[src/rtl/ysyx_23060201_idu_stage_pkg.sv]
`default_nettype none
// ============================================================================
// Module   : ysyx_23060201_idu_stage_pkg
// Brief    : Shared decode constants for the IDU stage: opcode classes,
//            the EBREAK encoding, GPR read-enable codes and immediate helpers.
// Revision : 1.0 - initial parameterised (XLEN / NR_GPR) release
// ============================================================================
package ysyx_23060201_idu_stage_pkg;

  // Major opcode classes (inst[6:0])
  localparam logic [6:0] OP_TYPE_R   = 7'b0110011;
  localparam logic [6:0] OP_TYPE_I   = 7'b0010011;
  localparam logic [6:0] OP_TYPE_IL  = 7'b0000011;
  localparam logic [6:0] OP_TYPE_S   = 7'b0100011;
  localparam logic [6:0] OP_TYPE_B   = 7'b1100011;
  localparam logic [6:0] OP_TYPE_U   = 7'b0110111;
  localparam logic [6:0] OP_TYPE_UPC = 7'b0010111;
  localparam logic [6:0] OP_TYPE_J   = 7'b1101111;
  localparam logic [6:0] OP_TYPE_JR  = 7'b1100111;
  localparam logic [6:0] OP_TYPE_SYS = 7'b1110011;
  localparam logic [6:0] OP_TYPE_R32 = 7'b0111011;
  localparam logic [6:0] OP_TYPE_I32 = 7'b0011011;

  localparam logic [31:0] EBREAK_INST = 32'h0010_0073;

  // GPR read enables: bit 0 = rs1, bit 1 = rs2
  localparam logic [1:0] GPR_REN_NONE = 2'b00;
  localparam logic [1:0] GPR_REN_RS1  = 2'b01;
  localparam logic [1:0] GPR_REN_BOTH = 2'b11;

  typedef enum logic [2:0] {
    IMM_NONE = 3'd0,
    IMM_I    = 3'd1,
    IMM_S    = 3'd2,
    IMM_B    = 3'd3,
    IMM_U    = 3'd4,
    IMM_J    = 3'd5
  } imm_sel_e;

  // 32-bit immediate for the selected format; the caller sign-extends to XLEN.
  function automatic logic [31:0] imm32(input imm_sel_e sel, input logic [31:0] i);
    logic [31:0] v;
    case (sel)
      IMM_I:   v = {{20{i[31]}}, i[31:20]};
      IMM_S:   v = {{20{i[31]}}, i[31:25], i[11:7]};
      IMM_B:   v = {{19{i[31]}}, i[31], i[7], i[30:25], i[11:8], 1'b0};
      IMM_U:   v = {i[31:12], 12'b0};
      IMM_J:   v = {{11{i[31]}}, i[31], i[19:12], i[20], i[30:21], 1'b0};
      default: v = 32'b0;
    endcase
    return v;
  endfunction

endpackage
`default_nettype wire

[src/rtl/ysyx_23060201_scoreboard.sv]
`default_nettype none
// ============================================================================
// Module   : ysyx_23060201_scoreboard
// Brief    : Per-GPR pending-write bits. Set on issue of a writing
//            instruction, cleared on writeback; set wins on a same-cycle
//            collision. Bit 0 (x0) never becomes pending.
// Revision : 1.0 - initial release
// ============================================================================
module ysyx_23060201_scoreboard #(
  parameter  int NR_GPR = 32,
  localparam int RA_W   = $clog2(NR_GPR)
) (
  input  logic            clk,
  input  logic            rst,
  input  logic            set_valid,
  input  logic [RA_W-1:0] set_idx,
  input  logic            clr_valid,
  input  logic [RA_W-1:0] clr_idx,
  input  logic [RA_W-1:0] rs1,
  input  logic [RA_W-1:0] rs2,
  input  logic [RA_W-1:0] rd,
  output logic            pend_rs1,
  output logic            pend_rs2,
  output logic            pend_rd
);

  logic [NR_GPR-1:0] r_pend;
  logic [NR_GPR-1:0] w_pend_next;

  // Next pending vector: clear first so a same-index set overrides it
  always_comb begin
    w_pend_next = r_pend;
    if (clr_valid) w_pend_next[clr_idx] = 1'b0;
    if (set_valid) w_pend_next[set_idx] = 1'b1;
    w_pend_next[0] = 1'b0;
  end

  // Pending register; reset leaves no outstanding writebacks
  always_ff @(posedge clk) begin
    if (rst) r_pend <= '0;
    else     r_pend <= w_pend_next;
  end

  assign pend_rs1 = r_pend[rs1];
  assign pend_rs2 = r_pend[rs2];
  assign pend_rd  = r_pend[rd];

endmodule
`default_nettype wire

[src/rtl/ysyx_23060201_idu_stage.sv]
`default_nettype none
// ============================================================================
// Module   : ysyx_23060201_idu_stage
// Brief    : Pipelined decode stage. Holds one instruction, decodes it
//            combinationally and issues it over valid/ready once the
//            scoreboard reports no RAW/WAW hazard.
// Revision : 1.0 - XLEN/NR_GPR generalisation, scoreboard, flush
// ============================================================================
module ysyx_23060201_idu_stage
  import ysyx_23060201_idu_stage_pkg::*;
#(
  parameter  int XLEN   = 32,
  parameter  int NR_GPR = 32,
  localparam int RA_W   = $clog2(NR_GPR)
) (
  input  logic            clk,
  input  logic            rst,
  input  logic            in_valid,
  output logic            in_ready,
  input  logic [31:0]     in_inst,
  input  logic [XLEN-1:0] in_pc,
  input  logic            flush,
  output logic            out_valid,
  input  logic            out_ready,
  output logic [XLEN-1:0] out_pc,
  output logic [XLEN-1:0] out_imm,
  output logic [6:0]      out_op,
  output logic [RA_W-1:0] out_rd,
  output logic [RA_W-1:0] out_rs1,
  output logic [RA_W-1:0] out_rs2,
  output logic [2:0]      out_func3,
  output logic [6:0]      out_func7,
  output logic [1:0]      out_gpr_ren,
  output logic            out_gpr_wen,
  output logic            out_ebreak,
  output logic            out_illegal,
  input  logic            wb_valid,
  input  logic [RA_W-1:0] wb_rd
);

  localparam logic [5:0] c_nr_gpr = 6'(NR_GPR);

  logic            r_held;
  logic [31:0]     r_inst;
  logic [XLEN-1:0] r_pc;

  logic            w_in_fire;
  logic            w_out_fire;
  logic            w_hazard;
  logic            w_pend_rs1;
  logic            w_pend_rs2;
  logic            w_pend_rd;

  logic [6:0]      w_op;
  logic [4:0]      w_rd5;
  logic [4:0]      w_rs15;
  logic [4:0]      w_rs25;
  imm_sel_e        w_imm_sel;
  logic [1:0]      w_ren;
  logic            w_writes_rd;
  logic            w_known;
  logic            w_zero_f3;
  logic            w_illegal;
  logic            w_wen;
  logic [31:0]     w_imm32;
  logic [XLEN-1:0] w_imm;

  assign w_in_fire  = in_valid & in_ready;
  assign w_out_fire = out_valid & out_ready;
  assign in_ready   = !rst & (!r_held | w_out_fire);

  // Stage register: flush wins over a load, a load refills on issue
  always_ff @(posedge clk) begin
    if (rst) begin
      r_held <= 1'b0;
      r_inst <= 32'b0;
      r_pc   <= '0;
    end else if (flush) begin
      r_held <= 1'b0;
    end else if (w_in_fire) begin
      r_held <= 1'b1;
      r_inst <= in_inst;
      r_pc   <= in_pc;
    end else if (w_out_fire) begin
      r_held <= 1'b0;
    end
  end

  assign w_op   = r_inst[6:0];
  assign w_rd5  = r_inst[11:7];
  assign w_rs15 = r_inst[19:15];
  assign w_rs25 = r_inst[24:20];

  // Opcode class decode: immediate format, register usage, legality
  always_comb begin
    w_imm_sel   = IMM_NONE;
    w_ren       = GPR_REN_NONE;
    w_writes_rd = 1'b0;
    w_known     = 1'b1;
    w_zero_f3   = 1'b0;
    case (w_op)
      OP_TYPE_R: begin
        w_ren       = GPR_REN_BOTH;
        w_writes_rd = 1'b1;
      end
      OP_TYPE_I, OP_TYPE_IL, OP_TYPE_JR: begin
        w_imm_sel   = IMM_I;
        w_ren       = GPR_REN_RS1;
        w_writes_rd = 1'b1;
      end
      OP_TYPE_I32: begin
        w_imm_sel   = IMM_I;
        w_ren       = GPR_REN_RS1;
        w_writes_rd = 1'b1;
        w_known     = (XLEN == 64);
      end
      OP_TYPE_R32: begin
        w_ren       = GPR_REN_BOTH;
        w_writes_rd = 1'b1;
        w_known     = (XLEN == 64);
      end
      OP_TYPE_S: begin
        w_imm_sel = IMM_S;
        w_ren     = GPR_REN_BOTH;
      end
      OP_TYPE_B: begin
        w_imm_sel = IMM_B;
        w_ren     = GPR_REN_BOTH;
      end
      OP_TYPE_U, OP_TYPE_UPC: begin
        w_imm_sel   = IMM_U;
        w_writes_rd = 1'b1;
        w_zero_f3   = 1'b1;
      end
      OP_TYPE_J: begin
        w_imm_sel   = IMM_J;
        w_writes_rd = 1'b1;
        w_zero_f3   = 1'b1;
      end
      OP_TYPE_SYS: ;
      default: w_known = 1'b0;
    endcase
  end

  // Only register fields actually used by the format can make it illegal
  assign w_illegal = !w_known
                   | (w_ren[0]    & ({1'b0, w_rs15} >= c_nr_gpr))
                   | (w_ren[1]    & ({1'b0, w_rs25} >= c_nr_gpr))
                   | (w_writes_rd & ({1'b0, w_rd5}  >= c_nr_gpr));
  assign w_wen     = w_writes_rd & (w_rd5 != 5'd0) & !w_illegal;

  assign w_imm32 = imm32(w_imm_sel, r_inst);

  if (XLEN > 32) begin : g_imm_sext
    assign w_imm = {{(XLEN-32){w_imm32[31]}}, w_imm32};
  end else begin : g_imm_native
    assign w_imm = w_imm32;
  end

  ysyx_23060201_scoreboard #(
    .NR_GPR (NR_GPR)
  ) u_scoreboard (
    .clk       (clk),
    .rst       (rst),
    .set_valid (w_out_fire & w_wen),
    .set_idx   (w_rd5[RA_W-1:0]),
    .clr_valid (wb_valid),
    .clr_idx   (wb_rd),
    .rs1       (w_rs15[RA_W-1:0]),
    .rs2       (w_rs25[RA_W-1:0]),
    .rd        (w_rd5[RA_W-1:0]),
    .pend_rs1  (w_pend_rs1),
    .pend_rs2  (w_pend_rs2),
    .pend_rd   (w_pend_rd)
  );

  // Illegal instructions bypass the scoreboard so they always issue
  assign w_hazard  = !w_illegal & ((w_ren[0] & w_pend_rs1) |
                                   (w_ren[1] & w_pend_rs2) |
                                   (w_wen    & w_pend_rd));
  assign out_valid = r_held & !w_hazard;

  // Bundle outputs, forced to zero while the stage is empty
  always_comb begin
    out_pc      = '0;
    out_imm     = '0;
    out_op      = 7'b0;
    out_rd      = '0;
    out_rs1     = '0;
    out_rs2     = '0;
    out_func3   = 3'b0;
    out_func7   = 7'b0;
    out_gpr_ren = 2'b0;
    out_gpr_wen = 1'b0;
    out_ebreak  = 1'b0;
    out_illegal = 1'b0;
    if (r_held) begin
      out_pc      = r_pc;
      out_imm     = w_imm;
      out_op      = w_op;
      out_rd      = w_rd5[RA_W-1:0];
      out_rs1     = w_rs15[RA_W-1:0];
      out_rs2     = w_rs25[RA_W-1:0];
      out_func3   = w_zero_f3 ? 3'b0 : r_inst[14:12];
      out_func7   = r_inst[31:25];
      out_gpr_ren = w_ren;
      out_gpr_wen = w_wen;
      out_ebreak  = (r_inst == EBREAK_INST);
      out_illegal = w_illegal;
    end
  end

endmodule
`default_nettype wire

[config.mk]
export PLATFORM = sky130hd
export DESIGN_NAME = ysyx_23060201_idu_stage
export DESIGN_NICKNAME = d
export VERILOG_FILES = /design/src/rtl/ysyx_23060201_idu_stage_pkg.sv /design/src/rtl/ysyx_23060201_scoreboard.sv /design/src/rtl/ysyx_23060201_idu_stage.sv
export SDC_FILE = /design/constraint.sdc
export NUM_CORES = 1
export LEC_CHECK = 0
export BUFFER_PORTS_ARGS = -buffer_cell sky130_fd_sc_hd__buf_2
export CORE_MARGIN = 8
export CORE_UTILIZATION = 40
export DETAILED_ROUTE_END_ITERATION = 16
export GPL_TIMING_DRIVEN = 0
export PLACE_DENSITY = 0.73
export SYNTH_ARGS = -nofsm -noshare
export SYNTH_HDL_FRONTEND = slang
export SYNTH_SLANG_ARGS = --single-unit
[constraint.sdc]
create_clock -name clk -period 8.2 [get_ports clk]
set_input_delay 1.64 -clock clk [delete_from_list [all_inputs] [get_ports clk]]
set_output_delay 1.64 -clock clk [all_outputs]
set_load 0.02 [all_outputs]
==> metrics.log <==
INFO  metric status = completed
INFO  metric crit_required = around 6600 ps
INFO  metric cts_tree = yes
INFO  metric cts_sinks = 96
INFO  metric design.portCount = approximately 180
INFO  metric postSynth.topFlopCell = dfxtp_1
INFO  metric slowest_delay = just under 500 ps
INFO  metric syn_area = just under 6000 um2
INFO  metric start_util = 40.5%
INFO  metric postCtsSetupBuffers = 0
INFO  metric max_transition_margin = a little over two fifths
INFO  metric clk_latency = 350 ps
INFO  metric synth_most_common_cell = dfxtp_1
INFO  metric grt_pass1_wl = approximately 33,000 um
INFO  metric crit_type = flip-flop to output pin
INFO  metric synth_cell_types = 56
INFO  metric rsz0062_at_grt = no
INFO  metric rows = 44
INFO  metric postCtsResizedCells = 0
INFO  metric pd_cells = 146 nW/um2
INFO  metric ant_nets = 0
INFO  metric drcViolationCount = 0
INFO  metric tightestPinTransition = between 800 and 900 ps
INFO  metric grt_pass1_vias = ~6,000
INFO  metric worst-endpoint-arrival = approximately 3200 ps
INFO  metric floorplan.core_area = ~14,000 um2
INFO  metric synth.top_cells.by_count = 96 x dfxtp_1, 91 x o21ai_0, 89 x a21oi_1, 83 x nand3_1, 64 x and2_1
INFO  metric nNetsFinal = between 1,000 and 1,500
INFO  metric timing_max_transition_violations_final = 0
INFO  metric synth_area_leaders = dfxtp_1 33%, o21ai_0 7.8%, a21oi_1 7.6%
INFO  metric maxCapViolCount = 0
INFO  metric synth_top_cell_area_share = about a third
INFO  metric drt_pre_antenna_iters = 5
INFO  metric clk_root_buffer_cell = clkbuf_16
INFO  metric half_perimeter_wire_length_after_detailed_placement = 16,600 um
INFO  metric drive_above_1_share = between 20% and 30%
INFO  metric synth.avg_cell_area = approximately 7.8 um2
INFO  metric share_of_the_yosys_chip_area_belonging_to_registers = approximately 33%
INFO  metric fmax = 0.207 GHz
INFO  metric syn_to_final_growth = 24.1%
INFO  metric synthArstFlopShare = 0%
INFO  metric startpoint_type_of_the_worst_setup_path = flip-flop
INFO  metric worstHoldPathType = flip-flop to flip-flop
INFO  metric port_buffers = 176
INFO  metric grt_use_total = between 20% and 30%
INFO  metric critical_path_peak_fanout = 10
INFO  metric num_vias = ~6,600
INFO  metric worstPathCellList = clkbuf_1 > clkbuf_1 > nor2b_1 > a22oi_1 > a31oi_1 > nor4b_2 > o31ai_1 > a21boi_0 > nor2_1 > buf_2
INFO  metric critPathSlowestCell = nor4b_2
INFO  metric netlist.top_cell.by_area = dfxtp_1
INFO  metric setup_violations = 0
INFO  metric detail_route.wirelength = ~22,000 um
INFO  metric post_synth_net_total = 826
INFO  metric dieWidth = 137 um
INFO  metric diodes = 0
INFO  metric post-place-cells = 1,111
INFO  metric leakage = ~2.9 nW
INFO  metric final.setup_skew = between 10 and 15 ps
INFO  metric ctsHtreeMaxLevel = 3
INFO  metric critical_path_buffer_and_inverter_count = 3
INFO  metric post_synth_inst_count = approximately 750
INFO  metric power.ir.vdd_worst = 0.0000889 V
INFO  metric post_cts_hold_buffer_count = 0
INFO  metric timing.critical_path.mode_cell = clkbuf_1
INFO  metric die_height = 137 um
INFO  metric hold_violations = 0
INFO  metric grt_max_degree = 17
INFO  metric cts_made_buffers = 9
INFO  metric ys_ff_latch = 96
INFO  metric post-route-period-util = about three fifths
INFO  metric detailedRoute.firstIterationViolations = ~750
INFO  metric gr-total-overflow = 0
INFO  metric final_std_cells_w_o_fill = about 1,100
INFO  metric element_type_at_the_critical_path_end = output pin
INFO  metric viasPerCell = 5.84
INFO  metric post_drt_wl_per_cell = 19.4 um
INFO  metric setup-tns-final = 0 ps
INFO  metric dieArea = 18,700 um2
INFO  metric finalWeightedCongestion = a little over 0.9
INFO  metric final.min_clock_period = just under 5000 ps
INFO  metric synth_warnings = 0
INFO  metric antenna_found_initial = 0
INFO  metric critical_path.top_delay_family = buffers and inverters
INFO  metric cts.path.max_buffers = 2
INFO  metric synth_edf_count = 0
INFO  metric path_clk_slew = 70 ps
final cells by class:
| type | count | area (um2) |
|---|---|---|
| sequential | 96 | 1920 |
| fill | 1467 | 7170 |
| inverter | 5 | 18.8 |
| buffer | 77 | 328 |
| tap | 184 | 230 |
| multi-input combinational | 573 | 3570 |
| clock inverter | 5 | 63.8 |
| timing repair buffer | 176 | 881 |
| clock buffer | 11 | 233 |
routing by layer:
layer	wire (um)	GRT usage, %
met4	456	8.15
met5	0	0
met2	10200	35.5
met3	2310	4.66
met1	8840	29.1
tightest hold or removal path: cells and delay by family, from the launching register on:
kind	cells	cell delay, ps
AO/OA/AOI/OAI	1	60
flip-flops	1	310
AND/OR/NAND/NOR	1	60
metrics by stage:
stage / power (mW) / hold WS (ps) / setup WS (ps) / utilization [%] / area (um2)
floorplan: 0.576 / 443 / 3860 / - / 5840
global placement: 0.629 / 449 / 3800 / 48.2 / 6950
detailed placement: 0.631 / 454 / 3790 / 48.2 / 6950
CTS: 1.06 / 464 / 3390 / 50.3 / 7250
global route: 1.09 / 484 / 3080 / 50.3 / 7250
finish: 1.06 / 462 / 3380 / 50.3 / 7250
logic make-up after synthesis:
group | share of synthesized area (%)
AO/OA/AOI/OAI | 21.8
AND/OR/NAND/NOR | 29.2
flip-flops | 32.9
multiplexers | 10.2
buffers and inverters | 5.93
report_power, final:
group	switching [mW]	leakage, nW	internal [mW]
combinational	0.0857	1.95	0.0483
sequential	0.0100	0.778	0.479
clock	0.192	0.141	0.240
total	0.288	2.87	0.767
flip-flops by register name, summed over array words and instances (netlist names):
register / count
r_held: 1
r_inst: 32
u_scoreboard.r_pend: 31
r_pc: 32
worst paths after layout:
kind | endpoint | slack [ps] | from | cells past startpoint
setup / recovery | in_ready | 3380 | r_inst[22] | 10
hold / removal | r_pc[14] | 460 | r_pc[14] | 2
setup reg to reg | r_inst[10] | 4810 | r_inst[4] | 10
hold reg to reg | r_pc[14] | 460 | r_pc[14] | 2
layout by cell type (no fill, tap or decap), types with 3 or more instances in the layout:
master	netlist	routed
buf_2	13	189
mux4_2	16	16
a22oi_1	3	3
nand2_1	61	61
nand2b_1	6	6
mux2i_1	15	15
nor2_1	20	20
o211ai_1	19	19
nand3_1	83	83
o21ai_0	91	91
and3_1	12	12
nor3b_1	6	6
nand4_1	4	4
o41ai_1	3	3
nand3b_1	7	7
and2_1	64	64
a21oi_1	89	89
nor4_1	9	9
clkbuf_16	0	9
clkbuf_1	52	54
inv_1	5	5
buf_4	4	4
a32o_1	3	3
a31o_2	4	4
or3_1	3	3
buf_1	7	7
nor3_1	6	6
or4_1	8	8
mux2_2	3	3
nor2b_1	6	6
dfxtp_1	96	96
(Power assumes the default switching activity.)
